==> src/rtl/filter_weight_fetch.sv <==
// Read-side master for a row x col filter weight memory: fetches the weights and the bias
// into one registered word with a valid/ready handshake. Optional weight sum: FILTER_WEIGHT_FETCH_SUM_EN.
module filter_weight_fetch #(
  parameter int data_width = 7,
  parameter int addr_width = 4,
  parameter int row        = 3,
  parameter int col        = 3,
  parameter int bias_width = 33
) (
  input  logic                                clk,
  input  logic                                rstn,
  input  logic                                start,
  input  logic                                mem_full,
  output logic [addr_width:0]                 mem_addr1,
  output logic [addr_width:0]                 mem_addr2,
  output logic                                mem_sel,
  output logic                                mem_wr,
  output logic                                mem_get_b,
  input  logic [data_width:0]                 mem_rdata,
  input  logic [bias_width-1:0]               mem_rbias,
  output logic [row*col*(data_width+1)-1:0]   w_out,
  output logic [bias_width-1:0]               bias_out,
  output logic                                out_valid,
  input  logic                                out_ready,
  output logic                                busy
`ifdef FILTER_WEIGHT_FETCH_SUM_EN
  ,
  output logic signed [data_width+4:0]        w_sum
`endif
);

  localparam int ww  = data_width + 1;
  localparam int n_w = row * col;
  localparam int kw  = (n_w > 1) ? $clog2(n_w) : 1;
  localparam int aw  = addr_width + 1;
  localparam logic [kw-1:0] k_last   = kw'(n_w - 1);
  localparam logic [aw-1:0] col_last = aw'(col - 1);

  typedef enum logic [2:0] {
    IDLE,
    WAIT_FULL,
    READ_W,
    READ_B,
    HOLD
  } state_t;

  state_t          state;
  logic [kw-1:0]   k;

  assign mem_wr = 1'b0;

  // NOTE: all state below uses non-blocking assignments so every register samples
  // the pre-edge values of its neighbours; mixing in blocking updates would create
  // order-dependent behaviour between this block and the memory read path.
  always_ff @(posedge clk) begin
    if (rstn) begin
      state     <= IDLE;
      k         <= '0;
      mem_addr1 <= '0;
      mem_addr2 <= '0;
      mem_sel   <= 1'b0;
      mem_get_b <= 1'b0;
      // NOTE: w_out is a flat register bank rather than a RAM, so clearing it on
      // reset is cheap and keeps stale weights from a cut-off fetch off the bus.
      w_out     <= '0;
      bias_out  <= '0;
      out_valid <= 1'b0;
      busy      <= 1'b0;
`ifdef FILTER_WEIGHT_FETCH_SUM_EN
      w_sum     <= '0;
`endif
    end else begin
      case (state)
        IDLE: begin
          if (start) begin
            state <= WAIT_FULL;
            busy  <= 1'b1;
          end
        end

        WAIT_FULL: begin
          mem_sel   <= 1'b0;
          mem_get_b <= 1'b0;
          if (mem_full) begin
            state     <= READ_W;
            mem_addr1 <= '0;
            mem_addr2 <= '0;
            mem_sel   <= 1'b1;
            k         <= '0;
`ifdef FILTER_WEIGHT_FETCH_SUM_EN
            w_sum     <= '0;
`endif
          end
        end

        READ_W: begin
          if (!mem_full) begin
            state     <= WAIT_FULL;
            mem_sel   <= 1'b0;
            mem_get_b <= 1'b0;
            mem_addr1 <= '0;
            mem_addr2 <= '0;
          end else begin
            for (int s = 0; s < n_w; s++) begin
              if (k == kw'(s)) w_out[s*ww +: ww] <= mem_rdata;
            end
`ifdef FILTER_WEIGHT_FETCH_SUM_EN
            w_sum <= w_sum + $signed({{4{mem_rdata[data_width]}}, mem_rdata});
`endif
            if (k == k_last) begin
              state     <= READ_B;
              mem_get_b <= 1'b1;
              mem_addr1 <= '0;
              mem_addr2 <= '0;
            end else begin
              k <= k + 1'b1;
              if (mem_addr2 == col_last) begin
                mem_addr2 <= '0;
                mem_addr1 <= mem_addr1 + 1'b1;
              end else begin
                mem_addr2 <= mem_addr2 + 1'b1;
              end
            end
          end
        end

        READ_B: begin
          mem_sel   <= 1'b0;
          mem_get_b <= 1'b0;
          if (!mem_full) begin
            state <= WAIT_FULL;
          end else begin
            bias_out  <= mem_rbias;
            state     <= HOLD;
            out_valid <= 1'b1;
          end
        end

        HOLD: begin
          // Output word stays frozen until the consumer takes it; start is ignored here.
          if (out_ready) begin
            out_valid <= 1'b0;
            busy      <= 1'b0;
            state     <= IDLE;
          end
        end

        default: begin
          state <= IDLE;
          busy  <= 1'b0;
        end
      endcase
    end
  end

endmodule

==> config.mk <==
export PLATFORM = sky130hd
export DESIGN_NAME = filter_weight_fetch
export DESIGN_NICKNAME = d
export VERILOG_FILES = /design/src/rtl/filter_weight_fetch.sv
export SDC_FILE = /design/constraint.sdc
export NUM_CORES = 1
export LEC_CHECK = 0
export ABC_AREA = 1
export ABC_CLOCK_PERIOD_IN_PS = 2340
export CORE_UTILIZATION = 49
export CTS_CLUSTER_DIAMETER = 100
export DETAILED_ROUTE_END_ITERATION = 12
export GPL_TIMING_DRIVEN = 0
export PLACE_DENSITY = 0.95
export SETUP_SLACK_MARGIN = 0.1
export SLEW_MARGIN = 20
export SYNTH_ARGS = -nofsm -noshare
export SYNTH_HDL_FRONTEND = slang
export SYNTH_SLANG_ARGS = --single-unit
==> constraint.sdc <==
create_clock -name clk -period 2.34 [get_ports clk]
set_clock_uncertainty 0.05 [all_clocks]
set_input_delay 0.234 -clock clk [delete_from_list [all_inputs] [get_ports clk]]
set_output_delay 0.234 -clock clk [all_outputs]
set_load 0.02 [all_outputs]
==> metrics.md <==
| Metric | Value |
|---|---|
| Mapped Area | 4870 um2 |
| Leakage Power | 0.00263 uW |
| Worst vdd ir | 0.000391 V |
| Final Hold Viols | 0 |
| WP data arrival | 1.60 ns |
| # IOs | 166 |
| Post-Synthesis Cells | 634 |
| Clock Sinks | 126 |
| Skew-Pair Late Insertion Delay | 0.51 ns |
| Ys async rst share | 0% |
| DP HPWL | 9.80 mm |
| Power Total | 5180 uW |
| CTS tree | built |
| DR vias | 4,946 |
| Cts hold-fix bufs | 0 |
| Unique masters post-synth | 28 |
| Post-CTS sizing | 0 |
| Final Max Slew Viols | 0 |
| CP cell instances | clkdlybuf4s50_1 |
| Ys flop type | dfxtp_1 |
| Hold path startpoint | mem_full |
| Most common cell after layout, fill and taps aside | nor2_1 |
| Hold endpoint | state[1] |
| Die footprint | 10,400 um2 |
| Synthesis-to-finish area growth | 47.4% |
| RSZ-0062 raised after global routing | false |
| Grt total ovfl | 0 |
| Die Ht | 102 um |
| Die W | 102 um |
| R2r startpoint | k[0] |
| Critical path type | flop to output port |
| Max incr delay on CP | 0.65 ns |
| Antenna fix cells | 0 |
| Max Fclk | 532 MHz |
| Seq/Total Area, Yosys | 51.7% |
| # setup viols final | 0 |
| Startpoint type of the worst setup path | flop |
| Root Buffer | clkbuf_8 |
| Final #Nets | 861 |
| CP max FO | 6 |
| Status | completed |
| Initial Utilization | 50.1% |
| Hold_ws | 0.0938 ns |
| Worst R2R End | state[0] |
| Max-Slew Margin vs Limit | 59.0% |
| Final min period | 1.88 ns |
| GPL Wtd Cong | 0.872 |
| Num CTS Buffers | 17 |
| Max Cap Viol | 0 |
| CP required | 2.06 ns |
| Power Dens Cells | 721 nW/um2 |
| H-tree level count | 4 |
| Least-Margin Pin Slew | 0.616 ns |
| Clk buf depth | 2 |
| Clock transition at path regs | 0.06 ns |
| Post-DR wirelength/cell | 15.0 um |
| Slowest-stage cell, CP | clkdlybuf4s50_1 |
| Mapped Nets | 687 |
| Iter 0 DRT Violations | 316 |
| Std cell rows | 36 |
| Vias in the first global route | 4,536 |
| Yosys warns | 0 |
| Port Buffers | 155 |
| Min-Delay Path Class | primary input to flop |
| Top delay family on crit path | buffers and inverters |
| Post-CTS setup buffers | 0 |
| #FFs+latches synth | 126 |
| Fraction of layout cells with a size suffix above 1 | 7.56% |
| Pin count of the biggest net entering global routing | 17 |
| Synthesized area per cell | 7.69 um2 |
| Initial antenna violation count | 0 |
| All-Layer GR Usage | 27.5% |
| R2R cell count | 8 |
| Final core utilization | 73.9% |
| Total negative slack | 0 ns |
| Period Utilization, post-route | 80.4% |
| CP Capture Type | output port |
| Drt first pass iters | 6 |
| Hold path depth | 3 |
| Number of synthesized flops with an enable pin | 0 |
| Via density | 5.19 |
| Remaining DRCs | 0 |
| Most frequent cells in the layout | nor2_1 (167), clkdlybuf4s50_1 (155), dfxtp_1 (126) |
| Worst reg-to-reg setup slack | 0.56 ns |
| Final wirelength | 14.3 mm |
| Buffers and inverters on the worst path | 1 |
| Final ANT Viol Nets | 0 |
| Core area | 9730 um2 |
| First-pass GRT wire length | 21.7 mm |
stage by stage:
step / instances / cell area [um2] / setup WS (ns)
5_1_grt: 953 / 7190 / 0.391
3_5_place_dp: 922 / 6590 / 0.0435
6_report: 953 / 7190 / 0.459
4_1_cts: 953 / 7190 / 0.442
2_1_floorplan: 634 / 4870 / 0.836
3_3_place_gp: 922 / 6590 / 0.0697
Yosys cell counts, types with 2 or more instances:
| cell type | count | area, um2 |
|---|---|---|
| a21oi_1 | 48 | 240 |
| nand2_2 | 4 | 25.0 |
| o21ai_0 | 97 | 485 |
| xor2_1 | 3 | 26.3 |
| nand3_2 | 3 | 30.0 |
| nand4_1 | 2 | 12.5 |
| inv_2 | 4 | 15.0 |
| nand3_1 | 18 | 90.1 |
| ha_1 | 7 | 87.6 |
| nand2_1 | 68 | 255 |
| inv_1 | 37 | 139 |
| buf_2 | 2 | 10.0 |
| dfxtp_1 | 126 | 2520 |
| nand4_4 | 2 | 42.5 |
| clkbuf_1 | 24 | 90.1 |
| nor2_1 | 167 | 627 |
| buf_4 | 5 | 37.5 |
| clkinv_2 | 4 | 20.0 |
| nor2_4 | 4 | 45.0 |
per-layer routing:
| metal | GRT usage [%] | routed length (um) | part of all wire, % |
|---|---|---|---|
| met1 | 32.9 | 5790 | 40 |
| met2 | 47.8 | 7310 | 51 |
| met3 | 5.24 | 914 | 6.4 |
| met4 | 12.7 | 295 | 2.1 |
| met5 | 0 | 0 | 0 |
registers in the layout, summed over array words and instances, names as in the netlist:
signal     flops
state          3
mem_addr1      5
mem_get_b      1
w_out         72
k              4
mem_addr2      5
mem_sel        1
busy           1
out_valid      1
bias_out      33
power breakdown:
group / internal (uW) / switching, uW / total, uW
sequential: 2170 / 21.7 / 2190
combinational: 148 / 210 / 357
clock: 1690 / 939 / 2630
worst max-delay path by stage:
stage / startpoint / slack (ns) / end / cells past startpoint
global route: k[0] / 0.39 / k[1] / 8
floorplan: k[0] / 0.84 / mem_addr2[0] / 9
CTS: mem_addr1[0] / 0.44 / mem_addr1[0] / 1
finish: mem_addr1[3] / 0.46 / mem_addr1[3] / 1
global placement: rstn / 0.07 / k[0] / 6
detailed placement: rstn / 0.04 / k[0] / 6
worst register-to-register path, stage by stage (launching register included):
cell     delay (ns)
dfxtp_1        0.42
inv_1          0.09
ha_1           0.27
nand3_1        0.19
nand3_2        0.19
inv_1          0.18
nor2_1         0.05
o21ai_0        0.09
nor2_1         0.10
cell type report:
class,count,area [um2]
inverters,46,178
flip-flops and latches,126,2520
multi-input cells,430,2030
plain buffers,32,149
repair buffers,155,1550
clock buffers,20,455
fillers,689,2540
well taps,133,166
clock inverters,11,139
cells by family after synthesis:
family,synth area share (%)
xor+xnor,0.719
compound gates,15.2
other cells,0.0769
buf+inv,6.70
fa+ha+maj,1.80
flops,51.7
simple gates,23.8
Power figures use the tool's default switching activity.
